### src/rtl/uart_tx.sv
// uart_tx: 8N1 UART transmitter; define TX_PARITY_EN to add an even-parity bit (8E1)
`timescale 1ns/1ps
module uart_tx #(
    parameter int CLOCKS_PER_BIT = 5000
) (
    input  logic       clk,
    input  logic       reset,
    input  logic       tx_valid,
    input  logic [7:0] tx_data,
    output logic       tx_ready,
    output logic       tx_serial,
    output logic       tx_busy
);
    localparam int CW = (CLOCKS_PER_BIT > 1) ? $clog2(CLOCKS_PER_BIT) : 1;
    localparam logic [CW-1:0] LAST = CW'(CLOCKS_PER_BIT - 1);

    typedef enum logic [2:0] {
        IDLE,
        START,
        DATA,
`ifdef TX_PARITY_EN
        PARITY,
`endif
        STOP
    } state_t;

    state_t          state;
    logic [CW-1:0]   bit_cnt;
    logic [2:0]      bit_idx;
    logic [7:0]      shift_reg;
    logic            bit_end;
`ifdef TX_PARITY_EN
    logic            parity;
`endif

    assign bit_end = bit_cnt == LAST;

    // frame sequencer: every line bit is held for CLOCKS_PER_BIT clocks, outputs registered
    always_ff @(posedge clk) begin
        if (reset) begin
            state     <= IDLE;
            tx_serial <= 1'b1;
            tx_ready  <= 1'b0;
            tx_busy   <= 1'b0;
            bit_cnt   <= '0;
            bit_idx   <= '0;
        end else begin
            bit_cnt <= (state == IDLE || bit_end) ? '0 : bit_cnt + 1'b1;
            case (state)
                IDLE: begin
                    tx_ready <= 1'b1;
                    if (tx_valid && tx_ready) begin
                        state     <= START;
                        shift_reg <= tx_data;
`ifdef TX_PARITY_EN
                        parity    <= ^tx_data;
`endif
                        tx_serial <= 1'b0;
                        tx_ready  <= 1'b0;
                        tx_busy   <= 1'b1;
                    end
                end
                START: if (bit_end) begin
                    state     <= DATA;
                    tx_serial <= shift_reg[0];
                end
                DATA: if (bit_end) begin
                    bit_idx   <= bit_idx + 1'b1;
                    shift_reg <= shift_reg >> 1;
                    if (bit_idx == 3'd7) begin
`ifdef TX_PARITY_EN
                        state     <= PARITY;
                        tx_serial <= parity;
`else
                        state     <= STOP;
                        tx_serial <= 1'b1;
`endif
                    end else begin
                        tx_serial <= shift_reg[1];
                    end
                end
`ifdef TX_PARITY_EN
                PARITY: if (bit_end) begin
                    state     <= STOP;
                    tx_serial <= 1'b1;
                end
`endif
                STOP: if (bit_end) begin
                    state    <= IDLE;
                    tx_ready <= 1'b1;
                    tx_busy  <= 1'b0;
                end
                default: state <= IDLE;
            endcase
        end
    end
endmodule
### config.mk
export PLATFORM = sky130hd
export DESIGN_NAME = uart_tx
export DESIGN_NICKNAME = d
export VERILOG_FILES = /design/src/rtl/uart_tx.sv
export SDC_FILE = /design/constraint.sdc
export NUM_CORES = 1
export LEC_CHECK = 0
export ABC_AREA = 1
export CORE_MARGIN = 2
export CORE_UTILIZATION = 50
export CTS_CLUSTER_DIAMETER = 150
export DETAILED_ROUTE_END_ITERATION = 12
export GPL_ROUTABILITY_DRIVEN = 0
export PLACE_DENSITY_LB_ADDON = 0.25
export SYNTH_ARGS = -nofsm -noshare
export SYNTH_HDL_FRONTEND = slang
export SYNTH_SLANG_ARGS = --single-unit
### constraint.sdc
create_clock -name clk -period 4.35 [get_ports clk]
set_input_delay 0.435 -clock clk [delete_from_list [all_inputs] [get_ports clk]]
set_output_delay 0.435 -clock clk [all_outputs]
set_load 0.1 [all_outputs]
==> results.json <==
{
  "grt_start_max_net_pins": 14,
  "vias": 1157,
  "pin_count": 14,
  "die_area_sq_mm": 0.00326,
  "antennaDiodeCount": 0,
  "cts_sinks": 29,
  "initial_core_util_pct": 52.0,
  "numCtsBuffers": 5,
  "path_class": "reg2reg",
  "arrival_ns": 2.21,
  "finClkSkew_ns": 0.00919,
  "setup_viol": 0,
  "synth.net_count": 200,
  "ir_worst_vdd_mv": 0.515,
  "netlist_area_sq_mm": 0.00141,
  "cts_setup_buffers": 0,
  "reg2reg_depth": 6,
  "drt-wirelength-per-cell_um": 11.0,
  "yosys_warnings": 0,
  "tightestPinTransition_ns": 0.963,
  "place_hpwl_um": 1940,
  "hold_viol_final": 0,
  "ant_nets": 0,
  "first_pass_iters": 4,
  "cap_violations": 0,
  "grt_first_pass_wirelength_um": 4350,
  "placementRows": 19,
  "ys_types": 23,
  "ctsHoldBuffers": 0,
  "area_delta_synth_final_pct": 15.3,
  "tns_ns": 0,
  "clockBufferDepth": 2,
  "max_freq_mhz": 442,
  "via_per_inst": 5.01,
  "drv_slew": 0,
  "core_sq_mm": 0.00271,
  "cpMostUsedCell": "inv_1",
  "rrSetupSlack_ns": 2.09,
  "die_x_um": 57.1,
  "endpoint_kind": "flip-flop",
  "path_depth": 6,
  "status": "finished clean",
  "period_minus_slack_ns": 2.26,
  "antenna_found_initial": 0,
  "synth-seq-cells": 29,
  "pre_cts_slack_ns": 2.05,
  "critPathMaxStageDelay_ns": 0.59,
  "overflow": 0,
  "track_usage_pct": 17.8,
  "synth_area_per_cell_sq_um": 7.75,
  "cts_tree": "yes",
  "rsz0062_at_grt": "false",
  "wl_um": 2550,
  "startpoint": "state[0]",
  "die_h_um": 57.1,
  "htreeDepth": 2,
  "final_cells": 231,
  "drive_above_1_share_pct": 7.00,
  "grt_pass1_vias": 1063,
  "setup_slack_ns": 2.09,
  "reg2reg_from": "state[0]",
  "critPathLaunchType": "flip-flop",
  "required_ns": 4.30,
  "min_path_type": "reg2reg",
  "place_inst": 223,
  "cp_slowest_cell": "a21oi_1",
  "root_buffer": "clkbuf_4",
  "drt_iter0_markers": 39,
  "cts_resized": 0,
  "drc": 0,
  "numPortBuffers": 13,
  "netlist_instances": 182,
  "path_buf_inv": 2,
  "clock_latency_ns": 0.32,
  "clkTransAtPathRegs_ns": 0.08,
  "cp-endpoint": "shift_reg[1]",
  "critPathMaxFanout": 12,
  "seq_area_frac_synth_pct": 46.9,
  "largest_reg_flops": 13,
  "cp_cell_sequence": "inv_1 > ha_1 > inv_1 > nand2_1 > nand3_1 > a21oi_1",
  "period_share_pct": 52.0,
  "cp_top_family": "compound AO/OA/AOI/OAI gates",
  "maxSlewHeadroom_pct": 35.6,
  "p_leak_nw": 0.668,
  "power_density_mw_per_mm2": 496,
  "rr_endpoint": "shift_reg[1]",
  "fin_nets": 217
}
per-layer routing:
layer / part of all wire [%] / global-route usage [%] / routed length, um
met1: 42 / 19.3 / 1080
met5: 0 / 0 / 0
met3: 3.9 / 7.26 / 100
met4: 2.5 / 9.63 / 63
met2: 51 / 29.6 / 1300
kinds of logic (layout without fill, tap and decap cells):
| group | Yosys count | after routing | synth area share, % |
|---|---|---|---|
| buffers and inverters | 23 | 41 | 6.21 |
| AO/OA/AOI/OAI | 18 | 18 | 6.57 |
| XOR/XNOR | 1 | 1 | 0.621 |
| AND/OR/NAND/NOR | 104 | 104 | 33.5 |
| adder cells (fa/ha/maj) | 7 | 7 | 6.21 |
| flip-flops | 29 | 29 | 46.8 |
how the worst min path moves through the flow:
stage / startpoint / depth (start not counted) / end / slack, ns
2_1_floorplan: bit_cnt[0] / 1 / bit_cnt[0] / 0.42
5_1_grt: bit_cnt[0] / 1 / bit_cnt[0] / 0.49
3_5_place_dp: bit_cnt[0] / 1 / bit_cnt[0] / 0.44
4_1_cts: bit_cnt[0] / 1 / bit_cnt[0] / 0.45
3_3_place_gp: bit_cnt[0] / 1 / bit_cnt[0] / 0.44
6_report: bit_cnt[0] / 1 / bit_cnt[0] / 0.45
final cells by class:
cell class | count | area [sq um]
inverter | 20 | 75.1
sequential | 29 | 661
fill | 250 | 1080
tap | 31 | 38.8
multi-input combinational | 130 | 662
timing repair buffer | 13 | 130
clock buffer | 8 | 58.8
metrics by stage:
stage	hold WS (ns)	utilization, %	total power [mW]	area [sq um]
floorplan	0.418	-	0.581	1410
global placement	0.435	57.8	0.641	1570
detailed placement	0.436	57.8	0.648	1570
CTS	0.453	60.0	0.820	1630
global route	0.490	60.0	0.863	1630
finish	0.447	60.0	0.807	1630
layout by cell type, fill, tap and decap left out:
master / n
ha_1: 7
nand2_2: 3
dfxtp_1: 21
or2_0: 1
clkbuf_1: 2
clkdlybuf4s50_1: 13
a21oi_1: 11
nand2_1: 57
nand3_1: 6
nor2_1: 17
edfxtp_1: 8
nand3_4: 1
clkbuf_8: 1
or2_2: 1
nor3_1: 7
clkbuf_4: 5
inv_1: 20
o21ai_0: 6
xor2_1: 1
nand3_2: 2
nor4_1: 1
nand4_1: 3
o21a_1: 1
nor2_2: 1
nor3b_1: 4
cell usage after synthesis (all sizes together):
cell / number / area share [%]
nand2: 60 / 17
dfxtp: 21 / 30
inv: 20 / 5.3
nor2: 18 / 5.0
a21oi: 11 / 3.9
nand3: 9 / 4.8
edfxtp: 8 / 17
ha: 7 / 6.2
nor3: 7 / 2.5
o21ai: 6 / 2.1
nor3b: 4 / 2.1
nand4: 3 / 1.3
clkbuf: 2 / 0.53
or2: 2 / 0.89
buf: 1 / 0.35
nor4: 1 / 0.44
o21a: 1 / 0.53
xor2: 1 / 0.62
report_power, final:
group          internal, mW  switching [mW]
sequential            0.329          0.0203
combinational        0.0833           0.208
clock                0.0796          0.0860
Power figures use the tool's default switching activity.
